==> src/rtl/regfile_access_ctrl.sv <==
// Sequencing controller for a 1R/1W register file: accepts one operation over a
// valid/ready request channel, issues the reads/writes, and returns results.
module regfile_access_ctrl #(
  parameter int DATA_W = 16,
  parameter int ADDR_W = 3
) (
  input  logic              clk,
  input  logic              reset_n,
  input  logic              req_valid,
  output logic              req_ready,
  input  logic [1:0]        req_op,
  input  logic [ADDR_W-1:0] req_rn,
  input  logic [ADDR_W-1:0] req_rm,
  input  logic [ADDR_W-1:0] req_rd,
  input  logic [DATA_W-1:0] req_wdata,
  output logic [ADDR_W-1:0] rf_readnum,
  input  logic [DATA_W-1:0] rf_data_out,
  output logic [ADDR_W-1:0] rf_writenum,
  output logic              rf_write,
  output logic [DATA_W-1:0] rf_data_in,
  output logic              rsp_valid,
  input  logic              rsp_ready,
  output logic [DATA_W-1:0] rsp_a,
  output logic [DATA_W-1:0] rsp_b,
  output logic [7:0]        txn_count
);

  localparam logic [1:0] OP_READ2 = 2'b00;
  localparam logic [1:0] OP_WRITE = 2'b01;
  localparam logic [1:0] OP_READ1 = 2'b10;
  localparam logic [1:0] OP_MOVE  = 2'b11;

  typedef enum logic [2:0] {IDLE, RDA, RDB, WR, RSP} state_t;

  state_t            state, state_next;
  logic [1:0]        op_reg;
  logic [ADDR_W-1:0] rn_reg, rm_reg, rd_reg;
  logic [DATA_W-1:0] wdata_reg, a_reg, b_reg;
  logic [7:0]        count_reg;

  always_ff @(posedge clk) begin
    if (!reset_n) state <= IDLE;
    else          state <= state_next;
  end

  always_comb begin
    state_next = state;
    case (state)
      IDLE: if (req_valid) state_next = (req_op == OP_WRITE) ? WR : RDA;
      RDA: begin
        case (op_reg)
          OP_READ2: state_next = RDB;
          OP_MOVE:  state_next = WR;
          default:  state_next = RSP;
        endcase
      end
      RDB:     state_next = RSP;
      WR:      state_next = RSP;
      RSP:     if (rsp_ready) state_next = IDLE;
      default: state_next = IDLE;
    endcase
  end

  // Operand/result registers; MOVE routes the read value into wdata_reg for its WR cycle.
  always_ff @(posedge clk) begin
    if (!reset_n) begin
      op_reg    <= '0;
      rn_reg    <= '0;
      rm_reg    <= '0;
      rd_reg    <= '0;
      wdata_reg <= '0;
      a_reg     <= '0;
      b_reg     <= '0;
      count_reg <= '0;
    end else begin
      case (state)
        IDLE: begin
          if (req_valid) begin
            op_reg    <= req_op;
            rn_reg    <= req_rn;
            rm_reg    <= req_rm;
            rd_reg    <= req_rd;
            wdata_reg <= req_wdata;
          end
        end
        RDA: begin
          a_reg <= rf_data_out;
          if (op_reg == OP_MOVE) wdata_reg <= rf_data_out;
        end
        RDB:     b_reg <= rf_data_out;
        WR:      a_reg <= wdata_reg;
        RSP:     if (rsp_ready) count_reg <= count_reg + 8'd1;
        default: ;
      endcase
    end
  end

  always_comb begin
    req_ready   = 1'b0;
    rf_readnum  = '0;
    rf_writenum = '0;
    rf_write    = 1'b0;
    rf_data_in  = '0;
    rsp_valid   = 1'b0;
    rsp_a       = '0;
    rsp_b       = '0;
    case (state)
      IDLE: req_ready  = 1'b1;
      RDA:  rf_readnum = (op_reg == OP_MOVE) ? rm_reg : rn_reg;
      RDB:  rf_readnum = rm_reg;
      WR: begin
        // Gated by reset so a reset landing on the WR cycle never corrupts the file.
        rf_write    = reset_n;
        rf_writenum = rd_reg;
        rf_data_in  = wdata_reg;
      end
      RSP: begin
        rsp_valid = 1'b1;
        rsp_a     = a_reg;
        rsp_b     = (op_reg == OP_READ2) ? b_reg : '0;
      end
      default: ;
    endcase
  end

  assign txn_count = count_reg;

endmodule

==> config.mk <==
export PLATFORM = sky130hd
export DESIGN_NAME = regfile_access_ctrl
export DESIGN_NICKNAME = d
export VERILOG_FILES = /design/src/rtl/regfile_access_ctrl.sv
export SDC_FILE = /design/constraint.sdc
export NUM_CORES = 1
export LEC_CHECK = 0
export BUFFER_PORTS_ARGS = -buffer_cell sky130_fd_sc_hd__buf_4
export CAP_MARGIN = 5
export CORE_UTILIZATION = 52
export CTS_BUF_LIST = sky130_fd_sc_hd__clkbuf_8
export CTS_CLUSTER_SIZE = 10
export DETAILED_ROUTE_END_ITERATION = 10
export PLACE_DENSITY = 0.83
export SETUP_SLACK_MARGIN = 0.3
export SYNTH_ARGS = -nofsm -noshare
export SYNTH_HDL_FRONTEND = slang
export SYNTH_SLANG_ARGS = --single-unit
==> constraint.sdc <==
create_clock -name clk -period 2 [get_ports clk]
set_input_delay 0.4 -clock clk [delete_from_list [all_inputs] [get_ports clk]]
set_output_delay 0.4 -clock clk [all_outputs]
set_load 0.02 [all_outputs]
Word-level counts from Yosys, hierarchy flattened --
Index checks and enable logic that the tools add are counted.
Cells by class: equality and inequality tests 9, multiplexer cells 19, add/subtract/negate cells 1, reductions and logical operators 9
Operators by type and width (count):
- $mux 16 | 6
- $pmux 16 s2 | 2
- $mux 3 | 4
- $pmux 3 s2 | 2
- $pmux 3 s4 | 1
- $add 8x1->8 const B | 1
- $eq 3x2->1 const B | 2
- $ne 2x2->1 const B | 3
- $reduce_and 2->1 | 3
- $reduce_bool 2->1 | 2
- $eq 3x1->1 const B | 1
- $eq 3x3->1 const B | 1
- $logic_not 3->1 | 1
- $mux 1 | 3
- $reduce_and 3->1 | 1
- $eq 2x1->1 const B | 1
- $eq 2x2->1 const B | 1
- $logic_not 2->1 | 1
- $mux 2 | 1
- $reduce_or 2->1 | 1
Word-level totals: bits of input ports 47, flip-flop bits (word level) 70, logic and storage cells 47, output and inout bits 65

Logic depth before layout (Yosys ltp) --
depth in word-level cells 4, gate-level depth with buffers 6, gate-level depth less buffers 5

Worst setup path after synthesis --
Ideal clock, no wire load.
path type reg2out, start register state[2], end output port rsp_b[10], stages on the path, launching flop included 5, data arrival time 1341 ps, path slack 259 ps, path buffers 2, required time 1600 ps, cells stage by stage dfxtp_1 buf_4 nor3b_4 clkbuf_1 and3_1
On the way: word-level cells in the longest chain between the ends 2
Ends and longest elaborated chain:
- start: declaration | line 35 | state_t state, state_next;
- start signal: assignment | line 43 | else state <= state_next;
- $eq 3x3->1 | line 107 | case (state)
- $mux 16 | line 107
- end: declaration | line 24 | output logic [DATA_W-1:0] rsp_b,
No other way between the ends.

Worst setup path in the final report --
start register state[1], end output port rsp_b[3]
The elaborated chain is that of the path after synthesis.

==> results.sh <==
export IMPL_outcome="complete, but fails checks"
export IMPL_violations="negative setup slack"
export IMPL_synth_most_common_cell="dfxtp_1"
export IMPL_timing_slew_headroom=0.690
export IMPL_drt_vias_per_instance=6.59
export IMPL_rsz0062_at_grt="yes"
export IMPL_hold_path_class="input pin to flip-flop"
export IMPL_core_area_um2=6390
export IMPL_final_max_slew_violation_count=0
export IMPL_nets=597
export IMPL_arrival_ns=1.63
export IMPL_grt_pass1_wl_mm=19.0
export IMPL_internal_power_mw=2.76
export IMPL_h_tree_depth=3
export IMPL_drc=0
export IMPL_post_route_util=0.875
export IMPL_clock_sinks=70
export IMPL_dp_hpwl_mm=6.26
export IMPL_final_hold_viol_count=0
export IMPL_area_growth_pct=62.0
export IMPL_clockPowerShare=0.345
export IMPL_combPwrFrac=0.246
export IMPL_hold_buffers=0
export IMPL_io_pin_count=112
export IMPL_first_iter_violations=433
export IMPL_cellPowerDensity_nw_per_um2=705
export IMPL_grt_util_all_layers=0.347
export IMPL_gp_congestion=0.871
export IMPL_switching_share=0.299
export IMPL_synth_distinct_cells=39
export IMPL_clk_pin_slew_ns=0.08
export IMPL_path_max_fanout=8
export IMPL_switchingPower_mw=1.18
export IMPL_yosysSeqAreaShare=0.406
export IMPL_yosysWarnings=0
export IMPL_finalPower_mw=3.94
export IMPL_irDropWorstVdd_mv=0.535
export IMPL_ant_nets=0
export IMPL_syn_area_um2=3450
export IMPL_io_buffers=111
export IMPL_cts_buffers_inserted=9
export IMPL_grt_max_degree=41
export IMPL_ys_ff_latch=70
export IMPL_cts_root_buffer_cell="clkbuf_8"
export IMPL_synth_edf_count=0
export IMPL_cts_buffer_depth=2
export IMPL_worstPathRequired_ns=1.60
export IMPL_post_drt_wl_per_cell_um=24.4
export IMPL_yosysTopAreaCell="dfxtp_1"
export IMPL_antenna_cells=0
export IMPL_setup_violations=10
export IMPL_drt_wl_total_mm=15.3
export IMPL_worst_pin_slew_ns=0.466
export IMPL_rows=29
export IMPL_fin_crit_sh=1.01
export IMPL_drt_pass1_iter_count=5
export IMPL_antenna_found_initial=0
export IMPL_synthTopCellsByArea="dfxtp_1 41%, mux2i_1 9.9%, a21oi_1 7.4%"
export IMPL_die_w_um=83.4
export IMPL_grt_pass1_vias=3687
export IMPL_pwr_share_seq=0.408
export IMPL_syn_num_nets=457
export IMPL_drive_above_1_share=0.472
export IMPL_crit_path_end_kind="primary output"
export IMPL_die_height_um=83.4
export IMPL_vias=4141
export IMPL_synth_common_cells="70 x dfxtp_1, 60 x nand2_1, 51 x a21oi_1"
export IMPL_avgSynthCellArea_um2=8.49
export IMPL_crit_type="flip-flop to primary output"
export IMPL_period_minus_slack_ns=2.03
export IMPL_drv_cap=0
export IMPL_clock_skew_ns=0.00980
export IMPL_cts_tree="built"
export IMPL_design_die_area_um2=6960
export IMPL_grt_overflow_total=0
export IMPL_clock_fmax_ghz=0.494
export IMPL_synth_top_cell_area_share=0.406
export IMPL_async_flop_share=0
export IMPL_leakage_nw=2.32
export IMPL_ys_flop_type="dfxtp_1"
export IMPL_insertion_delay_ns=0.36
export IMPL_startpoint_type="flip-flop"
export IMPL_final_setup_tns_ns=-0.102
export IMPL_syn_instance_count=406
export IMPL_start_util=0.540
export IMPL_worst_slack_ns=-0.0256
-- path summary, 6_finish.rpt --
| kind | start | to | slack (ns) | depth (start not counted) |
|---|---|---|---|---|
| worst max-delay path | state[1] | rsp_b[3] | -0.03 | 5 |
| worst min-delay path | req_rn[0] | rn_reg[0] | 0.31 | 3 |
| worst max register to register | state[2] | a_reg[2] | 0.21 | 7 |
| worst min register to register | b_reg[11] | b_reg[11] | 0.46 | 2 |
-- repair_timing --
item | 4_1_cts | 5_1_grt
cloned | 5 | 2
endpoints found under the hold margin | 0 | 0
pin swaps | 21 | 10
setup buffers | 14 | 19
endpoints found under the setup margin | 73 | 85
gates resized for setup | 108 | 30
-- power groups by stage --
| stage | logic, mW | registers [mW] | clock network, mW |
|---|---|---|---|
| floorplan | 0.417 | 1.58 | 0 |
| global placement | 0.611 | 1.60 | 0 |
| detailed placement | 0.629 | 1.61 | 0 |
| CTS | 0.774 | 1.58 | 1.33 |
| global route | 1.00 | 1.61 | 1.41 |
| finish | 0.970 | 1.61 | 1.36 |
-- final cells by class --
type,count,area (um^2)
clock buffers,12,165
repair buffers,165,1690
inverters,7,26.3
fillers,282,800
well taps,77,96.3
multi-input cells,293,2120
clock inverters,4,68.8
flip-flops and latches,70,1420
-- per-layer routing --
metal / up-vias / wire length, um / global-route usage
met5: - / 0 / 0
met4: 0 / 890 / 0.197
met3: 98 / 1490 / 0.0547
met2: 392 / 7130 / 0.572
met1: 1938 / 5780 / 0.433
li1: 1713 / - / -
-- metrics by stage --
step	cells	instance area, um^2	worst slack (ns)	hold WS (ns)
floorplan	406	3460	0.292	0.432
global placement	572	4380	0.302	0.437
detailed placement	572	4380	0.226	0.442
CTS	607	5250	0.0463	0.291
global route	628	5590	-0.0412	0.327
finish	628	5590	-0.0256	0.315
-- cell families after synthesis --
family                   count (synthesis)  share of synthesized area
flip-flops                              70                      0.406
multiplexers                            38                      0.113
adder cells (fa/ha/maj)                  4                     0.0145
AO/OA/AOI/OAI                           92                      0.163
buffers and inverters                   43                     0.0591
XOR/XNOR                                 1                    0.00254
AND/OR/NAND/NOR                        158                      0.242
-- worst max-delay path, cell delays in order, from the launching register on --
cell and delay (ns):
dfxtp_4 0.39, nor3b_4 0.25, buf_6 0.20, buf_16 0.14, and3_4 0.18, buf_6 0.11
-- placed cells by master, fill, tap and decap left out, types with 3 or more instances in the layout --
master    Yosys  routed
mux2i_1      34      34
a22oi_2       0       3
dfxtp_4       0       4
buf_6         2      60
clkbuf_8      0      12
nor2_1       22      22
buf_12        0       4
o31ai_1       4       4
and2_4        0      16
inv_1         7       7
buf_4         2      91
mux2_4        1       4
nand2_1      60      59
or4_1         4       4
a211oi_1     32      30
and3_2        0       9
and3_4        0      26
dfxtp_1      70      65
a21oi_1      51      51
buf_16        0       5
Note: power is estimated with default switching activity, not from simulation.
